--- config.mk ---
export PLATFORM = sky130hd
export DESIGN_NAME = mux_sel_arbiter
export DESIGN_NICKNAME = d
export VERILOG_FILES = /design/src/rtl/mux_pkg.sv /design/src/rtl/mux_sel_arbiter_rr_pick.sv /design/src/rtl/mux_sel_arbiter.sv
export SDC_FILE = /design/constraint.sdc
export NUM_CORES = 1
export LEC_CHECK = 0
export ABC_CLOCK_PERIOD_IN_PS = 1800
export BUFFER_PORTS_ARGS = -buffer_cell sky130_fd_sc_hd__buf_4
export CORE_UTILIZATION = 50
export CTS_CLUSTER_SIZE = 28
export DETAILED_ROUTE_END_ITERATION = 7
export PLACE_DENSITY_LB_ADDON = 0.3
export SYNTH_ARGS = -nofsm -noshare
export SYNTH_HDL_FRONTEND = slang
export SYNTH_SLANG_ARGS = --single-unit
--- constraint.sdc ---
create_clock -name clk -period 1.8 [get_ports clk]
set_input_delay 0.36 -clock clk [delete_from_list [all_inputs] [get_ports clk]]
set_output_delay 0.36 -clock clk [all_outputs]
set_load 0.05 [all_outputs]
--- src/rtl/mux_pkg.sv ---
// Shared definitions for the 4:1 mux select arbiter.
//   NUM_CH         number of arbitrated channels (A..D)
//   CH_A..CH_D     channel indices, also the mux select code for that channel
//   IDLE/GRANT     arbiter FSM state codes
//   ch_to_sel()    channel index -> {sel1, sel2}
package mux_pkg;

    localparam int NUM_CH = 4;

    localparam logic [1:0] CH_A = 2'd0;
    localparam logic [1:0] CH_B = 2'd1;
    localparam logic [1:0] CH_C = 2'd2;
    localparam logic [1:0] CH_D = 2'd3;

    localparam logic [0:0] IDLE  = 1'b0;
    localparam logic [0:0] GRANT = 1'b1;

    // The mux select code is the binary channel index; sel1 is the MSB.
    function automatic logic [1:0] ch_to_sel(input logic [1:0] idx);
        logic [1:0] sel;
        sel[1] = idx[1];
        sel[0] = idx[0];
        return sel;
    endfunction

endpackage

--- src/rtl/mux_sel_arbiter_rr_pick.sv ---
// Combinational round-robin picker.
//   req   channel requests, bit0 = A
//   ptr   last granted channel; the search starts just after it
//   pick  first requesting channel among ptr+1, ptr+2, ptr+3, ptr+4 (mod 4)
//   any   at least one request is present (pick is meaningless otherwise)
module rr_pick
    import mux_pkg::*;
(
    input  logic [NUM_CH-1:0] req,
    input  logic [1:0]        ptr,
    output logic [1:0]        pick,
    output logic              any
);

    logic [1:0]        cand [NUM_CH];
    logic [NUM_CH-1:0] hit;

    // cand[gi] is the channel visited at search step gi; the last step
    // (gi = NUM_CH-1) wraps back to ptr itself, so the current owner is
    // only chosen again when nobody else is asking.
    generate
        for (genvar gi = 0; gi < NUM_CH; gi++) begin : g_cand
            assign cand[gi] = ptr + 2'(gi + 1);
            assign hit[gi]  = req[cand[gi]];
        end
    endgenerate

    // Walk from the lowest priority upward so the earliest hit wins.
    always_comb begin
        pick = ptr;
        for (int i = NUM_CH - 1; i >= 0; i--) begin
            if (hit[i]) begin
                pick = cand[i];
            end
        end
    end

    assign any = |req;

endmodule

--- src/rtl/mux_sel_arbiter.sv ---
// Round-robin select generator for a 4:1 mux stage.
// Grants one of four requesting channels, holds the grant for DWELL
// accepted transfers (out_ready=1 cycles) or until the owner drops its
// request, then rotates without an idle bubble when others are waiting.
//   clk        rising-edge clock
//   rst        synchronous active-high reset
//   req        channel requests, bit0=A .. bit3=D
//   out_ready  downstream accepted the muxed sample this cycle
//   sel1/sel2  registered mux select (MSB/LSB) of the granted channel
//   grant      registered one-hot grant, 0 when idle
//   sel_valid  grant/select are valid
//   busy       arbiter is in the GRANT state
module mux_sel_arbiter
    import mux_pkg::*;
#(
    parameter int DWELL = 4,
    parameter int CNT_W = 3
) (
    input  logic              clk,
    input  logic              rst,
    input  logic [NUM_CH-1:0] req,
    input  logic              out_ready,
    output logic              sel1,
    output logic              sel2,
    output logic [NUM_CH-1:0] grant,
    output logic              sel_valid,
    output logic              busy
);

    logic [0:0]        state_reg, state_next;
    logic [1:0]        ptr_reg, ptr_next;
    logic [CNT_W-1:0]  cnt_reg, cnt_next;
    logic [NUM_CH-1:0] grant_reg, grant_next;
    logic [1:0]        sel_reg, sel_next;
    logic              valid_reg, valid_next;
    logic              busy_reg, busy_next;

    logic [1:0]        pick;
    logic              any;
    logic [NUM_CH-1:0] pick_onehot;
    logic              cnt_last;
    logic              release_now;

    rr_pick u_rr_pick (
        .req  (req),
        .ptr  (ptr_reg),
        .pick (pick),
        .any  (any)
    );

    generate
        for (genvar gi = 0; gi < NUM_CH; gi++) begin : g_onehot
            assign pick_onehot[gi] = (pick == 2'(gi));
        end
    endgenerate

    // ptr_reg always holds the current owner while in GRANT, so it doubles
    // as the index of the granted request bit.
    assign cnt_last    = (cnt_reg == CNT_W'(DWELL - 1));
    assign release_now = !req[ptr_reg] || (out_ready && cnt_last);

    always_comb begin
        state_next = state_reg;
        ptr_next   = ptr_reg;
        cnt_next   = cnt_reg;
        grant_next = grant_reg;
        sel_next   = sel_reg;
        valid_next = valid_reg;
        busy_next  = busy_reg;

        if (state_reg == IDLE) begin
            if (any) begin
                state_next = GRANT;
                ptr_next   = pick;
                cnt_next   = '0;
                grant_next = pick_onehot;
                sel_next   = ch_to_sel(pick);
                valid_next = 1'b1;
                busy_next  = 1'b1;
            end
        end else begin
            if (release_now) begin
                if (any) begin
                    // Back-to-back regrant; may land on the same channel,
                    // in which case only the dwell count restarts.
                    ptr_next   = pick;
                    cnt_next   = '0;
                    grant_next = pick_onehot;
                    sel_next   = ch_to_sel(pick);
                end else begin
                    state_next = IDLE;
                    cnt_next   = '0;
                    grant_next = '0;
                    sel_next   = '0;
                    valid_next = 1'b0;
                    busy_next  = 1'b0;
                end
            end else if (out_ready) begin
                cnt_next = cnt_reg + CNT_W'(1);
            end
        end
    end

    always_ff @(posedge clk) begin
        if (rst) begin
            state_reg <= IDLE;
            ptr_reg   <= CH_D;
            cnt_reg   <= '0;
            grant_reg <= '0;
            sel_reg   <= '0;
            valid_reg <= 1'b0;
            busy_reg  <= 1'b0;
        end else begin
            state_reg <= state_next;
            ptr_reg   <= ptr_next;
            cnt_reg   <= cnt_next;
            grant_reg <= grant_next;
            sel_reg   <= sel_next;
            valid_reg <= valid_next;
            busy_reg  <= busy_next;
        end
    end

    assign sel1      = sel_reg[1];
    assign sel2      = sel_reg[0];
    assign grant     = grant_reg;
    assign sel_valid = valid_reg;
    assign busy      = busy_reg;

endmodule
==> flow_metrics.env <==
export IMPL_worstPathArrival_ps=1840
export IMPL_synthCells=67
export IMPL_wire_per_inst_um=13.3
export IMPL_io_pins=15
export IMPL_hp_class="input pin to register"
export IMPL_viasPerCell=5.98
export IMPL_grt_max_degree=8
export IMPL_r2r_slack_ps=120
export IMPL_finalHoldViolCount=0
export IMPL_path_buf_inv=0
export IMPL_rsz0062_at_grt="false"
export IMPL_drive_gt1_share_pct=27.1
export IMPL_grt_pass1_vias=533
export IMPL_syn_area_per_cell_um2=9.71
export IMPL_synthesis_area_um2=651
export IMPL_drt_first_pass_iters=4
export IMPL_worstSetupPathType="register to register"
export IMPL_yosysUniqueCellTypes=28
export IMPL_setup_violations=0
export IMPL_slew_violations=0
export IMPL_p_clk_share_pct=22.3
export IMPL_post_cts_buffers=0
export IMPL_cts_tree="yes"
export IMPL_synth_nets=77
export IMPL_async_reset_ff_share_pct=0
export IMPL_finalCriticalPeriod_ps=1680
export IMPL_met2WireLength_um=648
export IMPL_timing_hold_ws_ps=268
export IMPL_grt_first_pass_wirelength_um=2150
export IMPL_required_ps=1970
export IMPL_outcome="finished clean"
export IMPL_areaGrowthSynthToFinish_pct=22.9
export IMPL_grt_antenna_before_repair=0
export IMPL_clkTransAtPathRegs_ps=80
export IMPL_synth_top_cell_by_area="dfxtp_1"
export IMPL_path_delay_family="multiplexers"
export IMPL_ir_drop_mv=0.569
export IMPL_dieArea_um2=1450
export IMPL_power_density_nw_per_um2=987
export IMPL_nNetsFinal=96
export IMPL_relSlewSlack_pct=68.7
export IMPL_vias=592
export IMPL_io_buffers=14
export IMPL_cts_made_buffers=3
export IMPL_yosys_top_cells_area="dfxtp_1 (40%), a32o_1 (6.2%), ha_1 (5.8%)"
export IMPL_p_int_mw=0.506
export IMPL_fin_area_um2=800
export IMPL_cts_resized_gates=0
export IMPL_grt_overflow_total=0
export IMPL_route_met3_wl_um=43
export IMPL_largest_reg_flops=4
export IMPL_placed_area_um2=773
export IMPL_drtAntennaViolNets=0
export IMPL_fmaxAchievable_ghz=0.597
export IMPL_p_switching_mw=0.283
export IMPL_max_stage_delay_ps=570
export IMPL_cts_root_buf="clkbuf_4"
export IMPL_seqPwrFrac_pct=43.4
export IMPL_crit_path_end_kind="register"
export IMPL_drt_total_wl_um=1320
export IMPL_yosys_warnings=0
export IMPL_maxCapViolCount=0
export IMPL_insertedDiodeCount=0
export IMPL_grtUsageTotal_pct=21.9
export IMPL_timing_setup_tns_ps=0
export IMPL_route_detailed_drc=0
export IMPL_drtIter0Drc=6
export IMPL_crit_fanout=4
export IMPL_worst_setup_path_start_kind="register"
export IMPL_slowest_stage="mux4_2"
export IMPL_dp_hpwl_um=1080
export IMPL_period_share_pct=93.1
export IMPL_p_leak_nw=0.357
export IMPL_clock_latency_ps=280
export IMPL_yosysSeqAreaShare_pct=40.0
export IMPL_die_h_um=38.1
export IMPL_synth_top_area_share_pct=40.0
export IMPL_start_util_pct=56.3
export IMPL_cp_cell_sequence="mux4_2 -> a22o_1 -> and2_4 -> a32o_1"
export IMPL_max_slew_worst_pin_slew_ps=466
export IMPL_skew_ps=5.19
export IMPL_gp_congestion=0.773
export IMPL_numClockSinks=13
export IMPL_die_width_um=38.1
export IMPL_rows=12
export IMPL_synth_seq_cells=13
export IMPL_htree_levels=1
export IMPL_cts_buffer_depth=2
export IMPL_swShare_pct=35.9
export IMPL_highest_layer="met4"
export IMPL_synth_edf_count=0
export IMPL_synth_ff_type="dfxtp_1"
export IMPL_wl_met1_um=593
export IMPL_holdBufCountCts=0
export IMPL_pwr_share_comb_pct=34.3
export IMPL_core_area_um2=1160
[layout by cell type (no fill, tap or decap), types with 2 or more instances in the layout]
master	Yosys	final
a21oi_1	6	6
a22o_1	3	3
a32o_1	4	4
buf_4	1	15
clkbuf_4	0	3
dfxtp_1	13	13
ha_1	3	3
inv_1	6	6
nand2_1	3	3
nand2b_1	2	2
nor2_1	2	2
nor2b_1	2	2
nor3_1	3	3
o211ai_1	3	3
o21ai_0	2	2
[cell type report]
class                      count  area, µm²
clock buffer                   4       26.3
fill                          97        357
inverter                       6       22.5
multi-input combinational     47        360
sequential                    13        260
tap                           14       17.5
timing repair buffer          15        113
[worst register-to-register path, cell delays in order (launching register included)]
cell     delay (ps)
dfxtp_1         390
mux4_2          570
a22o_1          230
and2_4          180
a32o_1          200
[layer usage]
metal	up-vias	track usage (%)
li1	291	-
met1	284	24.9
met2	12	37.7
met3	5	3.49
met4	0	13.4
met5	-	0
[power by group through the flow]
stage | clock (mW) | combinational, mW | sequential [mW]
finish | 0.176 | 0.271 | 0.343
global route | 0.194 | 0.291 | 0.347
CTS | 0.180 | 0.271 | 0.342
detailed placement | 0 | 0.271 | 0.350
global placement | 0 | 0.266 | 0.348
floorplan | 0 | 0.124 | 0.418
[worst paths after layout]
path / start / endpoint / cells past startpoint
min reg2reg: sel_reg[1]$_SDFFE_PP0P_ / sel_reg[1]$_SDFFE_PP0P_ / 2
max reg2reg: ptr_reg[0]$_SDFFE_PP1P_ / grant[0]$_SDFFE_PP0P_ / 4
max: ptr_reg[0]$_SDFFE_PP1P_ / grant[0]$_SDFFE_PP0P_ / 4
min: rst / sel_reg[1]$_SDFFE_PP0P_ / 2
[through the flow]
stage                     util [%]  power (mW)  setup WS, ps  cells
after global placement        66.9       0.614           102     95
after floorplan                  -       0.543           229     67
after global routing          69.2       0.831          62.9     99
final                         69.2       0.789           124     99
after CTS                     69.2       0.794           105     99
after detailed placement      66.9       0.620          70.8     95
[kinds of logic (layout without fill, tap and decap cells)]
logic type | Yosys count | after routing | synth area share [%]
AO/OA/AOI/OAI | 24 | 24 | 27.1
adder cells (fa/ha/maj) | 3 | 3 | 5.77
buffers and inverters | 7 | 25 | 4.62
flip-flops | 13 | 13 | 40.0
multiplexers | 2 | 2 | 5.19
AND/OR/NAND/NOR | 18 | 18 | 17.3
[cell usage after synthesis, types with 2 or more instances]
master    number
a21oi_1        6
dfxtp_1       13
o21ai_0        2
nand2_1        3
inv_1          6
a32o_1         4
a22o_1         3
o211ai_1       3
nor3_1         3
ha_1           3
nor2_1         2
nand2b_1       2
nor2b_1        2
Power figures use the tool's default switching activity.
